==> config.mk <==
export PLATFORM = sky130hd
export DESIGN_NAME = iiitb_wb_trace
export DESIGN_NICKNAME = d
export VERILOG_FILES = /design/src/rtl/iiitb_wb_trace.sv
export SDC_FILE = /design/constraint.sdc
export NUM_CORES = 1
export LEC_CHECK = 0
export ABC_AREA = 1
export BUFFER_PORTS_ARGS = -buffer_cell sky130_fd_sc_hd__buf_2
export CAP_MARGIN = 30
export CORE_MARGIN = 4
export CORE_UTILIZATION = 51
export DETAILED_ROUTE_END_ITERATION = 7
export PLACE_DENSITY = 0.76
export SLEW_MARGIN = 20
export SYNTH_ARGS = -nofsm -noshare
export SYNTH_HDL_FRONTEND = slang
export SYNTH_SLANG_ARGS = --single-unit
export TNS_END_PERCENT = 20
==> constraint.sdc <==
create_clock -name clk -period 2.2 [get_ports clk]
set_input_delay 0.33 -clock clk [delete_from_list [all_inputs] [get_ports clk]]
set_output_delay 0.33 -clock clk [all_outputs]
set_load 0.05 [all_outputs]
==> src/rtl/iiitb_wb_trace.sv <==
// Wishbone-readable trace FIFO that records every change of the core write-back value.
// Optional build macro WB_TRACE_TIMESTAMP_EN tags each entry with a 16-bit cycle stamp.
module iiitb_wb_trace #(
    parameter int unsigned DEPTH = 8
) (
    input  logic        clk,
    input  logic        RN,
    input  logic [15:0] WB_OUT,
    input  logic        wbs_cyc_i,
    input  logic        wbs_stb_i,
    input  logic        wbs_we_i,
    input  logic [31:0] wbs_adr_i,
    input  logic [31:0] wbs_dat_i,
    input  logic [3:0]  wbs_sel_i,
    output logic        wbs_ack_o,
    output logic [31:0] wbs_dat_o,
    output logic        trace_irq
);

    localparam int unsigned AW = (DEPTH > 1) ? $clog2(DEPTH) : 1;
    localparam int unsigned CW = AW + 1;
`ifdef WB_TRACE_TIMESTAMP_EN
    localparam int unsigned EW = 32;
`else
    localparam int unsigned EW = 16;
`endif

    localparam logic [1:0] A_DATA   = 2'd0;
    localparam logic [1:0] A_STATUS = 2'd1;
    localparam logic [1:0] A_CTRL   = 2'd2;

    logic [EW-1:0] mem [DEPTH];
    logic [AW-1:0] rd_ptr, wr_ptr, rd_ptr_nxt, wr_ptr_nxt;
    logic [CW-1:0] count, count_nxt;
    logic [15:0]   prev, prev_nxt;
    logic          en, ie, ovf;
    logic          en_nxt, ie_nxt, ovf_nxt;
    logic [31:0]   dat_nxt;
    logic [EW-1:0] entry;
    logic [1:0]    reg_sel;
    logic          req, rd_req, wr_req;
    logic          pop, push, clr, cap, drop, st_clr, full, empty;

`ifdef WB_TRACE_TIMESTAMP_EN
    logic [15:0] ts;

    // Free-running stamp; wraps naturally at 16 bits
    always_ff @(posedge clk or posedge RN) begin
        if (RN) ts <= '0;
        else    ts <= ts + 16'd1;
    end

    assign entry = {ts, WB_OUT};
`else
    assign entry = WB_OUT;
`endif

    // Only adr[3:2], dat[10] and dat[2:0] carry meaning; byte selects are ignored
    logic unused_bits;
    assign unused_bits = ^{wbs_sel_i, wbs_adr_i[31:4], wbs_adr_i[1:0],
                           wbs_dat_i[31:11], wbs_dat_i[9:3]};

    assign reg_sel = wbs_adr_i[3:2];
    assign req     = wbs_cyc_i & wbs_stb_i & ~wbs_ack_o;
    assign rd_req  = req & ~wbs_we_i;
    assign wr_req  = req & wbs_we_i;
    assign full    = (count == CW'(DEPTH));
    assign empty   = (count == '0);

    // All register side effects land on the request edge so they are visible in the ack cycle
    assign pop    = rd_req & (reg_sel == A_DATA) & ~empty;
    assign clr    = wr_req & (reg_sel == A_CTRL) & wbs_dat_i[2];
    assign st_clr = wr_req & (reg_sel == A_STATUS) & wbs_dat_i[10];
    assign cap    = en & (WB_OUT != prev);
    assign push   = cap & ~clr & (~full | pop);
    assign drop   = cap & ~clr & full & ~pop;

    always_comb begin
        count_nxt  = count + CW'(push) - CW'(pop);
        rd_ptr_nxt = rd_ptr + AW'(pop);
        wr_ptr_nxt = wr_ptr + AW'(push);
        prev_nxt   = cap ? WB_OUT : prev;
        ovf_nxt    = drop | (ovf & ~st_clr);
        en_nxt     = en;
        ie_nxt     = ie;
        if (wr_req && reg_sel == A_CTRL) begin
            en_nxt = wbs_dat_i[0];
            ie_nxt = wbs_dat_i[1];
        end
        if (clr) begin
            count_nxt  = '0;
            rd_ptr_nxt = '0;
            wr_ptr_nxt = '0;
            prev_nxt   = '0;
            ovf_nxt    = 1'b0;
        end
    end

    // Read mux; writes and idle cycles return zero
    always_comb begin
        dat_nxt = '0;
        if (rd_req) begin
            case (reg_sel)
                A_DATA:   dat_nxt = empty ? 32'd0 : 32'(mem[rd_ptr]);
                A_STATUS: dat_nxt = {21'd0, ovf, full, empty, 2'd0, 6'(count)};
                A_CTRL:   dat_nxt = {30'd0, ie, en};
                default:  dat_nxt = '0;
            endcase
        end
    end

    always_ff @(posedge clk) begin
        if (push) mem[wr_ptr] <= entry;
    end

    always_ff @(posedge clk or posedge RN) begin
        if (RN) begin
            rd_ptr    <= '0;
            wr_ptr    <= '0;
            count     <= '0;
            prev      <= '0;
            en        <= 1'b0;
            ie        <= 1'b0;
            ovf       <= 1'b0;
            wbs_ack_o <= 1'b0;
            wbs_dat_o <= '0;
            trace_irq <= 1'b0;
        end else begin
            rd_ptr    <= rd_ptr_nxt;
            wr_ptr    <= wr_ptr_nxt;
            count     <= count_nxt;
            prev      <= prev_nxt;
            en        <= en_nxt;
            ie        <= ie_nxt;
            ovf       <= ovf_nxt;
            wbs_ack_o <= req;
            wbs_dat_o <= dat_nxt;
            trace_irq <= (count_nxt != '0) & ie_nxt;
        end
    end

endmodule

==> results of run 1 <==
where the power goes:
group          switching (mW)  internal (mW)  total (mW)
registers               0.231           4.09        4.32
logic                    2.11           1.19        3.31
clock network            1.23           1.79        3.02
flip-flops by register name (all words and copies together), names as in the netlist:
| register | flops |
|---|---|
| wr_ptr | 3 |
| rd_ptr | 3 |
| prev | 16 |
| trace_irq | 1 |
| ovf | 1 |
| wbs_dat_o | 16 |
| en | 1 |
| wbs_ack_o | 1 |
| count | 4 |
| ie | 1 |
| mem | 128 |
cell usage in the layout, fill, tap and decap left out, drive strengths merged, types with 18 or more instances in the layout:
cell type | synthesis | final
o22ai | 18 | 18
nand2 | 101 | 101
inv | 67 | 69
clkbuf | 12 | 19
dfrtp | 47 | 47
nor2 | 113 | 113
o21ai | 89 | 89
buf | 31 | 114
edfxtp | 128 | 128
per-stage QoR:
step	hold slack [ps]	TNS (ps)	setup slack (ps)	instance area (um2)
finish	138	-137	-96.2	9010
global route	126	-505	-231	9010
detailed placement	422	-652	-266	8320
CTS	129	-113	-62.2	8970
floorplan	429	-28710	-222	7550
global placement	408	-520	-225	8320
worst paths after layout:
path | end | from
worst max-delay path | trace_irq | count[2]
worst min-delay path | en | wbs_dat_i[0]
min in group asynchronous | en | RN
worst min register to register | wbs_ack_o | wbs_ack_o
worst max register to register | trace_irq | count[2]
max in group asynchronous | wbs_dat_o[5] | RN
layout make-up:
class                   count  area, um2
inverters                  68        258
repair buffers            115        831
clock inverters            13        164
multi-input cells         400       2070
clock buffers              19        433
fillers                  1061       5470
flip-flops and latches    175       5020
well taps                 184        230
cells by family (layout without fill, tap and decap cells):
group | count (synthesis) | in the layout | synth area share [%]
and+or+nand+nor | 235 | 235 | 13.3
DFF | 175 | 175 | 67.0
AOI/OAI and AO/OA | 135 | 135 | 10.5
buffers and inverters | 111 | 215 | 6.91
adders and majority gates | 10 | 10 | 1.77
xor gates and xnor gates | 3 | 3 | 0.351
other | 1 | 16 | 0.0500
muxes | 1 | 1 | 0.150
layer usage:
metal,GRT usage [%],vias up
met5,0,-
met1,26.2,2584
li1,-,2472
met3,3.96,38
met2,36.0,229
met4,9.45,0
what timing repair did:
| item | 4_1_cts | 5_1_grt |
|---|---|---|
| resized for setup | 11 | 11 |
| endpoints found under the setup margin | 3 | 4 |
| hold endpoints to repair | 21 | 0 |
| hold buffers | 1 | 0 |
| setup buffers | 1 | 2 |
| pin swaps | 3 | 7 |
==> impl_metrics.ini, run 1 <==
[outcome]
status = complete, but fails checks
violations = negative setup slack

[drt]
totalWireLength_um = 17300
wl_met1_um = 6890
antenna_left = 0
drtPass1Iterations = 5
drtIter0Drc = 651
drc = 0
avgRoutedWirePerCell_um = 17.7
dr_total_vias = 5323
met2_wirelength_um = 8890
highest_layer = met4
wl_met3_um = 1020
vias_per_cell = 5.47

[finish]
fin_nets = 876
stdcell_count = 974
drive_gt1_share_pct = 24.1
final_core_util_pct = 62.2
syn2layout_area_growth_pct = 20.2
diodes = 0

[sta]
min_period_ps = 2300
setup_viol_count_final = 2
grt_setup_unrepaired = yes
setup_slack_ps = -96.2
tightest_slew_ps = 669
clock_skew_ps = 7.46
timing.fmax_mhz = 435
slew_viol_final = 0
relSlewSlack_pct = 55.1
period_share_pct = 104
hold_viol = 0

[yosys]
synth_seq_cells = 175
synth_flop_cell = edfxtp_1
post-synth-top-count-cell = edfxtp_1
synth_top_area_share_pct = 51.3
synth_common_cells = 128 x edfxtp_1, 108 x nor2_1, 95 x nand2_1, 77 x o21ai_0, 64 x inv_1
synth_top_cell_by_area = edfxtp_1
seq_area_frac_synth_pct = 67.0
syn-instance-count = 671
asyncSetResetFlopFracSynth_pct = 26.9
syn_area_um2 = 7500
synth-edff-count = 128
ys_types = 35
syn_avg_cell_area_um2 = 11.2
yosys_warnings = 0
synth_area_leaders = edfxtp_1 51%, dfrtp_1 16%, nor2_1 5.4%

[clock_network]
cts_tree = built
cts.sinks = 175
cts-root-buf = clkbuf_16
h-tree-depth = 4
cts_buffer_depth = 2
clk_latency_ps = 430
cts-buffers-inserted = 17
cts.clk_slew.worst_paths_ps = 70

[setup_path]
r2r_slack_ps = -100
max_stage_delay_ps = 390
path_depth = 15
critPathLaunchType = flip-flop
cp.arrival_ps = 2640
crit_fanout = 3
endpoint_kind = flip-flop
critPathBufInv = 4
critPathRequiredTime_ps = 2540
cp_top_family = adder cells
crit_slowest_cell = dfrtp_1
critical_path.cell_chain = inv_2, ha_2, nand3_1, nand2_2, nor2_4, buf_4, inv_1, nand2_1, nand2_2, ha_4, inv_2, fa_2, xnor2_1, nand2_1, a41oi_2
ff2ff_path_depth = 15
path_class = reg2reg

[global_routing]
globalRouteTotalUtil_pct = 21.1
antenna_found_initial = 0
overflow = 0
grt_max_degree = 66
grt_pass1_vias = 5199
grt_pass1_wl_um = 26500

[flow_run]
drv_cap = 0

[place]
dp_cells = 938
port_buffers = 44
place_congestion = 0.830
dp_hpwl_um = 10900

[pwr]
totalPowerFinal_mw = 10.6
ir_drop_uv = 627
p_leak_nw = 3.78
p_per_area_nw_per_um2 = 1180

[floorplanning]
num_rows = 44
num_io_pins = 123
initial_core_util_pct = 51.8
die-area_um2 = 16700
core_area_um2 = 14500
die_x_um = 129
dieHeight_um = 129

[min_path]
holdPathStages = 2
hp-class = in2reg
Note: power is estimated with default switching activity, not from simulation.
==> inputs of run 2 (changes only) <==
Settings changed: CELL_PAD_IN_SITES_DETAIL_PLACEMENT set to 0, CELL_PAD_IN_SITES_GLOBAL_PLACEMENT set to 1, CORE_UTILIZATION 51 to 40, PLACE_DENSITY 0.76 to unset, PLACE_DENSITY_LB_ADDON set to 0.1.
==> run 2 against run 1 <==
The flow still finishes with violations (negative setup slack). Die area increased by 26%. Critical path type unchanged. Setup slack improved by 51 ps. Sequential power about the same. Critical endpoint is now prev[1].
==> impl_metrics.ini, run 2 (synthesized netlist as in run 1, its figures left out) <==
[setup_path]
rr_startpoint = prev[1]
cp.arrival_ps = 2600
critPathLaunchType = flip-flop
critPathBufInv = 15
ff2ff_path_depth = 16
crit_fanout = 2
max_stage_delay_ps = 370
crit_slowest_cell = dfrtp_1
critPathRequiredTime_ps = 2560
r2r_slack_ps = -40
r2r-end = prev[1]
cp_common_cell = buf_4
cp_top_family = buffers and inverters
path_class = reg2reg
endpoint_kind = flip-flop
critical_path.cell_chain = inv_2, buf_4, buf_4, buf_4, buf_4, buf_4, buf_4, buf_4, buf_4, buf_4, buf_4, buf_4, buf_4, buf_4, buf_4, o21ai_2

[drt]
dr_total_vias = 5177
totalWireLength_um = 18100
vias_per_cell = 4.99
drtPass1Iterations = 4
antenna_left = 0
drtIter0Drc = 321
drc = 0
avgRoutedWirePerCell_um = 17.5

[finish]
diodes = 0
fin_nets = 895
drive_gt1_share_pct = 27.1
final_common_cell = edfxtp_1
stdcell_count = 1038
top_regs = mem x128, prev x16, wbs_dat_o x16
top_register = mem
layout_common_cells = 128 x edfxtp_1, 102 x nor2_1, 90 x nand2_1, 78 x buf_4, 77 x o21ai_0
fillCellCount = 1616
largest_register_ff_count = 128
syn2layout_area_growth_pct = 23.5
final_core_util_pct = 50.9

[pwr]
p_per_area_nw_per_um2 = 1160
ir_drop_uv = 591
p_leak_nw = 3.86

[floorplanning]
die_x_um = 145
initial_core_util_pct = 41.2
core_area_um2 = 18200
num_io_pins = 123
num_rows = 49
dieHeight_um = 145
die-area_um2 = 21000

[clock_network]
cts.clk_slew.worst_paths_ps = 70
cts_tree = built
cts-buffers-inserted = 17
clk_latency_ps = 420
cts_buffer_depth = 2
cts-root-buf = clkbuf_16
h-tree-depth = 4
cts.sinks = 175

[sta]
timing.setup.tns_ps = -62.8
slew_viol_final = 0
min_period_ps = 2240
clock_skew_ps = 10.9
hold_viol = 0
period_share_pct = 102
whs_ps = 133
setup_slack_ps = -44.8
setup_viol_count_final = 2
grt_setup_unrepaired = yes
timing.fmax_mhz = 445

[outcome]
violations = negative setup slack
status = complete, but fails checks

[place]
port_buffers = 44
dp_hpwl_um = 11100
dp_cells = 985
place_congestion = 0.733

[global_routing]
globalRouteTotalUtil_pct = 17.3
grt_pass1_vias = 5024
grt_max_degree = 66
grt_pass1_wl_um = 27900
overflow = 0
antenna_found_initial = 0

[min_path]
holdPathEnd = en
holdPathStages = 2
hp-class = in2reg
hp-start = wbs_dat_i[0]

[flow_run]
drv_cap = 0
## run 2: changes by cell type in the layout (fill, tap and decap cells not counted), moves of 3 or more
| cell | change |
|---|---|
| buf_12 | +4 |
| inv_2 | +3 |
| inv_1 | -3 |
| clkinv_4 | +3 |
| bufinv_16 | -3 |
| buf_4 | +14 |
## run 2: metrics by stage
stage / worst slack (ps) / power (mW) / area (um2)
3_5_place_dp: -268 / 7.61 / 8440
5_1_grt: -137 / 11.4 / 9260
3_3_place_gp: -226 / 7.51 / 8440
6_report: -44.8 / 10.7 / 9260
4_1_cts: -50.1 / 10.7 / 9210
2_1_floorplan: -222 / 6.39 / 7550
## run 2: area by class of cell
| cell class | instances | area, um2 | share of cell area, % |
|---|---|---|---|
| flip-flops and latches | 175 | 5020 | 54.2 |
| multi-input cells | 400 | 2090 | 22.6 |
| repair buffers | 134 | 1030 | 11.1 |
| clock buffers | 19 | 453 | 4.89 |
| well taps | 229 | 287 | 3.09 |
| inverters | 68 | 258 | 2.78 |
| clock inverters | 13 | 126 | 1.36 |
## run 2: worst max path at each step
stage	from	end	slack, ps	cells past startpoint
after global routing	prev[1]	trace_irq	-140	17
final	prev[1]	prev[1]	-40	16
after global placement	WB_OUT[11]	trace_irq	-230	18
after detailed placement	WB_OUT[11]	trace_irq	-270	17
after floorplan	wbs_ack_o	mem[0][0]	-220	7
after CTS	prev[1]	trace_irq	-50	16
## run 2: what timing repair did
| action | CTS | global route |
|---|---|---|
| endpoints found under the hold margin | 20 | 0 |
| gates resized for setup | 18 | 11 |
| setup buffers | 16 | 4 |
| pin swaps | 15 | 16 |
| endpoints found under the setup margin | 3 | 4 |
| hold buffers | 1 | 0 |
## run 2: layer usage
layer	GRT usage, %	share of wire [%]	up-vias
li1	-	-	2505
met1	24.5	47	2540
met2	27.7	48	109
met3	2.87	4.0	23
met4	5.42	1.5	0
met5	0	0	-
## run 2: power breakdown
group / internal, mW / switching, mW / total (mW)
Clock: 1.55 / 1.35 / 2.90
Combinational: 1.40 / 2.14 / 3.54
Sequential: 4.09 / 0.210 / 4.30
Total: 7.04 / 3.69 / 10.7
